[src/rtl/convolution_ctrl.sv]
// Frame sequencer for a 3x3 convolution datapath: flushes the line buffers, counts pixel
// positions, flags border pixels, waits out the datapath latency and latches the kernel select.
//
// state    | meaning
// ---------+---------------------------------------------------------------
// S_IDLE   | waiting for i_frame_start; pending mode applied on exit
// S_FLUSH  | line buffers cleared for FLUSH_CYCLES cycles
// S_ACTIVE | accepting pixels and tracking (col,row)
// S_DRAIN  | waiting DRAIN_CYCLES cycles of datapath latency, then o_frame_done
module convolution_ctrl #(
    parameter int IMG_WIDTH    = 640,
    parameter int IMG_HEIGHT   = 480,
    parameter int FLUSH_CYCLES = 4,
    parameter int DRAIN_CYCLES = 3
) (
    input  logic                          i_clk,
    input  logic                          i_rst,
    input  logic                          i_frame_start,
    input  logic                          i_valid,
    input  logic [1:0]                    i_mode,
    input  logic                          i_mode_valid,
    output logic                          o_mode_ready,
    output logic [1:0]                    o_kernel_sel,
    output logic                          o_conv_clear,
    output logic                          o_conv_valid,
    output logic                          o_border,
    output logic [$clog2(IMG_WIDTH)-1:0]  o_col,
    output logic [$clog2(IMG_HEIGHT)-1:0] o_row,
    output logic                          o_frame_done,
    output logic                          o_frame_err,
    output logic                          o_busy
);

    localparam int COL_W   = $clog2(IMG_WIDTH);
    localparam int ROW_W   = $clog2(IMG_HEIGHT);
    localparam int TMR_MAX = (FLUSH_CYCLES > DRAIN_CYCLES) ? FLUSH_CYCLES : DRAIN_CYCLES;
    localparam int TMR_W   = $clog2(TMR_MAX + 1);

    localparam logic [COL_W-1:0] COL_LAST   = COL_W'(IMG_WIDTH - 1);
    localparam logic [ROW_W-1:0] ROW_LAST   = ROW_W'(IMG_HEIGHT - 1);
    localparam logic [COL_W:0]   COL_EDGE   = (COL_W + 1)'(2);
    localparam logic [ROW_W:0]   ROW_EDGE   = (ROW_W + 1)'(2);
    localparam logic [TMR_W-1:0] FLUSH_LOAD = TMR_W'(FLUSH_CYCLES - 1);
    localparam logic [TMR_W-1:0] DRAIN_LOAD = TMR_W'(DRAIN_CYCLES - 1);

    typedef enum logic [1:0] {
        S_IDLE   = 2'd0,
        S_FLUSH  = 2'd1,
        S_ACTIVE = 2'd2,
        S_DRAIN  = 2'd3
    } state_t;

    state_t           state, state_next;
    logic [TMR_W-1:0] tmr, tmr_next;
    logic [COL_W-1:0] col_cnt;
    logic [ROW_W-1:0] row_cnt;
    logic [1:0]       pend_mode;
    logic             accept;
    logic             start_err;
    logic             frame_end;
    logic             mode_hs;
    logic             at_edge;

    assign mode_hs = i_mode_valid && o_mode_ready;
    assign at_edge = ({1'b0, col_cnt} < COL_EDGE) || ({1'b0, row_cnt} < ROW_EDGE);

    always_comb begin
        state_next = state;
        tmr_next   = tmr;
        accept     = 1'b0;
        start_err  = 1'b0;
        frame_end  = 1'b0;
        // A start pulse mid-frame wins over everything else, including a same-cycle pixel.
        if (i_frame_start && state != S_IDLE) begin
            start_err  = 1'b1;
            state_next = S_FLUSH;
            tmr_next   = FLUSH_LOAD;
        end else begin
            case (state)
                S_IDLE: begin
                    if (i_frame_start) begin
                        state_next = S_FLUSH;
                        tmr_next   = FLUSH_LOAD;
                    end
                end
                S_FLUSH: begin
                    if (tmr == '0) begin
                        state_next = S_ACTIVE;
                    end else begin
                        tmr_next = tmr - TMR_W'(1);
                    end
                end
                S_ACTIVE: begin
                    if (i_valid) begin
                        accept = 1'b1;
                        if (col_cnt == COL_LAST && row_cnt == ROW_LAST) begin
                            state_next = S_DRAIN;
                            tmr_next   = DRAIN_LOAD;
                        end
                    end
                end
                S_DRAIN: begin
                    if (tmr == '0) begin
                        state_next = S_IDLE;
                        frame_end  = 1'b1;
                    end else begin
                        tmr_next = tmr - TMR_W'(1);
                    end
                end
                default: state_next = S_IDLE;
            endcase
        end
    end

    always_ff @(posedge i_clk) begin
        if (i_rst) begin
            state <= S_IDLE;
        end else begin
            state <= state_next;
        end
    end

    always_ff @(posedge i_clk) begin
        if (i_rst) begin
            tmr          <= '0;
            col_cnt      <= '0;
            row_cnt      <= '0;
            o_col        <= '0;
            o_row        <= '0;
            o_conv_valid <= 1'b0;
            o_border     <= 1'b0;
            o_frame_done <= 1'b0;
            o_frame_err  <= 1'b0;
            o_kernel_sel <= 2'd0;
            pend_mode    <= 2'd0;
            o_mode_ready <= 1'b1;
        end else begin
            tmr          <= tmr_next;
            o_conv_valid <= accept;
            o_border     <= accept && at_edge;
            o_frame_done <= frame_end;
            o_frame_err  <= start_err;

            if (i_frame_start) begin
                col_cnt <= '0;
                row_cnt <= '0;
                o_col   <= '0;
                o_row   <= '0;
            end else if (accept) begin
                o_col <= col_cnt;
                o_row <= row_cnt;
                if (col_cnt == COL_LAST) begin
                    col_cnt <= '0;
                    row_cnt <= (row_cnt == ROW_LAST) ? '0 : row_cnt + ROW_W'(1);
                end else begin
                    col_cnt <= col_cnt + COL_W'(1);
                end
            end

            // Kernel only changes on IDLE->FLUSH; a request landing that same cycle takes effect now.
            if (state == S_IDLE && i_frame_start) begin
                if (mode_hs) begin
                    o_kernel_sel <= i_mode;
                end else if (!o_mode_ready) begin
                    o_kernel_sel <= pend_mode;
                end
                o_mode_ready <= 1'b1;
            end else if (mode_hs) begin
                pend_mode    <= i_mode;
                o_mode_ready <= 1'b0;
            end
        end
    end

    assign o_conv_clear = (state == S_FLUSH);
    assign o_busy       = (state != S_IDLE);

endmodule

[config.mk]
export PLATFORM = sky130hd
export DESIGN_NAME = convolution_ctrl
export DESIGN_NICKNAME = d
export VERILOG_FILES = /design/src/rtl/convolution_ctrl.sv
export SDC_FILE = /design/constraint.sdc
export NUM_CORES = 1
export LEC_CHECK = 0
export CORE_UTILIZATION = 50
export DETAILED_ROUTE_END_ITERATION = 10
export PLACE_DENSITY = 0.77
export SETUP_SLACK_MARGIN = 0.4
export SLEW_MARGIN = 20
export SYNTH_ARGS = -nofsm -noshare
export SYNTH_HDL_FRONTEND = slang
export SYNTH_SLANG_ARGS = --single-unit
[constraint.sdc]
create_clock -name i_clk -period 2.7 [get_ports i_clk]
set_input_delay 0.405 -clock i_clk [delete_from_list [all_inputs] [get_ports i_clk]]
set_output_delay 0.405 -clock i_clk [all_outputs]
set_load 0.02 [all_outputs]
==> summary.md <==
| Metric | Value |
|---|---|
| Commonest non-fill, non-tap cell in the layout | nand2_1 |
| Post-synthesis adder-cell area fraction | 0.0479 |
| Std-Cell Core Area | 4440 um2 |
| Initial DRC count | 158 |
| Type of origin of the critical path | flip-flop |
| Final #Nets | 329 |
| DP HPWL | 3400 um |
| Crit path required time | 2.91 ns |
| Fin Clk Skew | 0.00739 ns |
| Synth Cell Area | 2350 um2 |
| Post-synthesis mux area share | 0.0213 |
| Syn-to-layout area delta | 21.3% |
| Netlist cell types | 40 |
| N_diodes | 0 |
| Pwr Density | 711 nW/um2 |
| TritonCTS clock tree | done |
| Finish-stage setup viols | 0 |
| Layout cells sized above 1 | 0.0701 |
| DRT antenna net count | 0 |
| Avg Inst Size Synth | 8.39 um2 |
| Worst Hold Margin | 0.460 ns |
| R2r setup slk | 0.63 ns |
| PostCTS Resize Cnt | 1 |
| GRT overflow | 0 |
| Reg-to-Reg Start | col_cnt[6]$_SDFFE_PP0P_ |
| YS warnings | 0 |
| Worst-margin pin slew | 0.571 ns |
| CP Capture Point | tmr[2]$_SDFFE_PP0P_ |
| Starting Density | 0.529 |
| WP data arrival | 2.28 ns |
| Fin crit share | 0.768 |
| Cell Rows | 24 |
| Complex-gate fraction of the synthesized area | 0.112 |
| GP Congestion | 0.845 |
| Initial antenna violation count | 0 |
| Inst Count DP | 358 |
| Reg2Reg Capture Point | tmr[2]$_SDFFE_PP0P_ |
| Footprint of the multi-input gates | 1220 um2 |
| Synth Register Bits | 52 |
| CTS buffer count | 5 |
| Clk_lat worst skew | 0.31 ns |
| DR vias | 1996 |
| Ys async rst share | 0 |
| FMAX | 482 MHz |
| Clk Tree Root Cell | clkbuf_8 |
| Beginning of the critical path | col_cnt[6]$_SDFFE_PP0P_ |
| GRT Overall Usage | 0.210 |
| Setup bufs post-CTS | 0 |
| First-pass GRT wire length | 8210 um |
| Die X | 70.6 um |
| Largest net degree at the start of global routing | 25 |
| CTS Hold Bufs | 0 |
| Status | complete, no violations |
| Combinational family with the most area after synthesis | simple AND/OR/NAND/NOR gates |
| EDFF count, synth | 0 |
| DRC Markers | 0 |
| Final Hold Vio Count | 0 |
| DRT Pass-1 Iters | 4 |
| Sink Count | 52 |
| Area share of xor/xnor cells in the synthesized design | 0.0596 |
| Clock buffer depth | 2 |
| RSZ-0062 raised after global routing | false |
| DR WL/cell | 13.1 um |
| FILL cells | 402 |
| Post-synth net total | 296 |
| VDD IR max | 0.000385 V |
| Storage cell area | 1040 um2 |
| Final WL | 4790 um |
| Max-Cap Viols | 0 |
| Simple-gate area share of the yosys netlist | 0.277 |
| Setup crit end kind | flip-flop |
| Ys flop type | dfxtp_1 |
| Final Slew Violations | 0 |
| I/O Buffers | 34 |
| Die span in y | 70.6 um |
| IO Count | 35 |
| Min-Delay Path Class | reg -> reg |
| Most frequent cells in the layout | 55 x nand2_1, 51 x dfxtp_1, 33 x clkdlybuf4s50_1, 30 x nor2_1, 28 x a21oi_1 |
| Die ar. | 4980 um2 |
| Vias/cell | 5.45 |
| Max-Slew Margin vs Limit | 0.618 |
| Leak pwr | 1.03 nW |
| Vias in the first global route | 1803 |
| Synth Instances | 280 |
| Total negative slack | 0 ns |
| Layout Cells excl Fill | 366 |
| Crit-path max FO | 9 |
| Worst setup path category | reg -> reg |
| H-tree lvl count | 2 |
| Crit path time final | 2.07 ns |
| Post-synthesis sequential area ratio | 0.443 |
| Cell depth of the worst flop-to-flop path | 5 |
| Clock transition at the registers of the reported paths | 0.09 ns |
==> per-layer routing <==
layer	global-route usage	part of all wire	vias up	routed length, um
met5	0	0	-	0
met4	0.0689	0.014	0	67
met3	0.0513	0.031	7	146
met2	0.345	0.49	28	2340
met1	0.273	0.47	939	2230
li1	-	-	1022	-
==> through the flow <==
| step | setup slack (ns) | power [W] | area, um2 | utilization |
|---|---|---|---|---|
| final | 0.627 | 0.00203 | 2850 | 0.641 |
| after global routing | 0.408 | 0.00216 | 2850 | 0.641 |
| after CTS | 0.432 | 0.00204 | 2840 | 0.640 |
| after detailed placement | 0.468 | 0.00151 | 2730 | 0.615 |
| after global placement | 0.559 | 0.00150 | 2730 | 0.615 |
| after floorplan | 0.731 | 0.00134 | 2350 | - |
==> worst min-delay path by stage <==
stage | start | slack [ns] | depth (start not counted) | end
floorplan | pend_mode[1]$_SDFFE_PP0P_ | 0.45 | 2 | pend_mode[1]$_SDFFE_PP0P_
global placement | o_row[3]$_SDFFE_PP0P_ | 0.44 | 2 | o_row[3]$_SDFFE_PP0P_
detailed placement | o_col[2]$_SDFFE_PP0P_ | 0.45 | 2 | o_col[2]$_SDFFE_PP0P_
CTS | o_col[2]$_SDFFE_PP0P_ | 0.46 | 2 | o_col[2]$_SDFFE_PP0P_
global route | o_col[4]$_SDFFE_PP0P_ | 0.48 | 2 | o_col[4]$_SDFFE_PP0P_
finish | o_col[2]$_SDFFE_PP0P_ | 0.46 | 2 | o_col[2]$_SDFFE_PP0P_
==> registers in the layout (all words and copies together) (netlist names) <==
| signal | flops |
|---|---|
| col_cnt | 10 |
| o_border | 1 |
| o_col | 10 |
| o_conv_valid | 1 |
| o_frame_done | 1 |
| o_frame_err | 1 |
| o_kernel_sel | 2 |
| o_mode_ready | 1 |
| o_row | 9 |
| pend_mode | 2 |
| row_cnt | 9 |
| state | 2 |
| tmr | 3 |
==> power breakdown <==
| group | switching (W) | total (W) | internal [W] | leakage [nW] |
|---|---|---|---|---|
| Combinational | 0.000356 | 0.000626 | 0.000269 | 0.559 |
| Sequential | 0.0000476 | 0.000868 | 0.000821 | 0.421 |
| Clock | 0.000257 | 0.000531 | 0.000274 | 0.0541 |
| Total | 0.000661 | 0.00203 | 0.00136 | 1.03 |
==> synth_stat cells (all sizes together), types with 3 or more instances <==
cell     n  share of area
a21oi   28          0.060
and3     5          0.013
buf      6          0.017
clkbuf   8          0.013
dfxtp   52           0.44
ha       9          0.048
inv      6         0.0096
mux2i    5          0.021
nand2   55          0.088
nand2b   5          0.013
nand3   11          0.023
nand4    8          0.028
nor2    30          0.048
nor3     5          0.011
nor4     6          0.019
o21ai    4         0.0085
xnor2    3          0.011
xor2    13          0.048
==> cells by family (layout without fill, tap and decap cells) <==
family                   Yosys count  after routing
flip-flops                        52             52
AND/OR/NAND/NOR                  136            136
multiplexers                       5              5
AO/OA/AOI/OAI                     42             42
adder cells (fa/ha/maj)            9              9
XOR/XNOR                          16             16
buffers and inverters             20             54
==> critical path, cell delays in order (launching register included) <==
cell and delay [ns]:
dfxtp_1 0.47, and4bb_1 0.48, nand4_4 0.19, a211oi_4 0.39, a21oi_1 0.13, a2111oi_2 0.31
==> area by class of cell <==
cell class | count | share of cell area
Clock inverter | 3 | 0.0149
Multi-Input combinational cell | 208 | 0.428
Inverter | 6 | 0.00790
Sequential cell | 52 | 0.366
Tap cell | 52 | 0.0228
Clock buffer | 5 | 0.0241
Timing Repair Buffer | 40 | 0.136
Note: power is estimated with default switching activity, not from simulation.
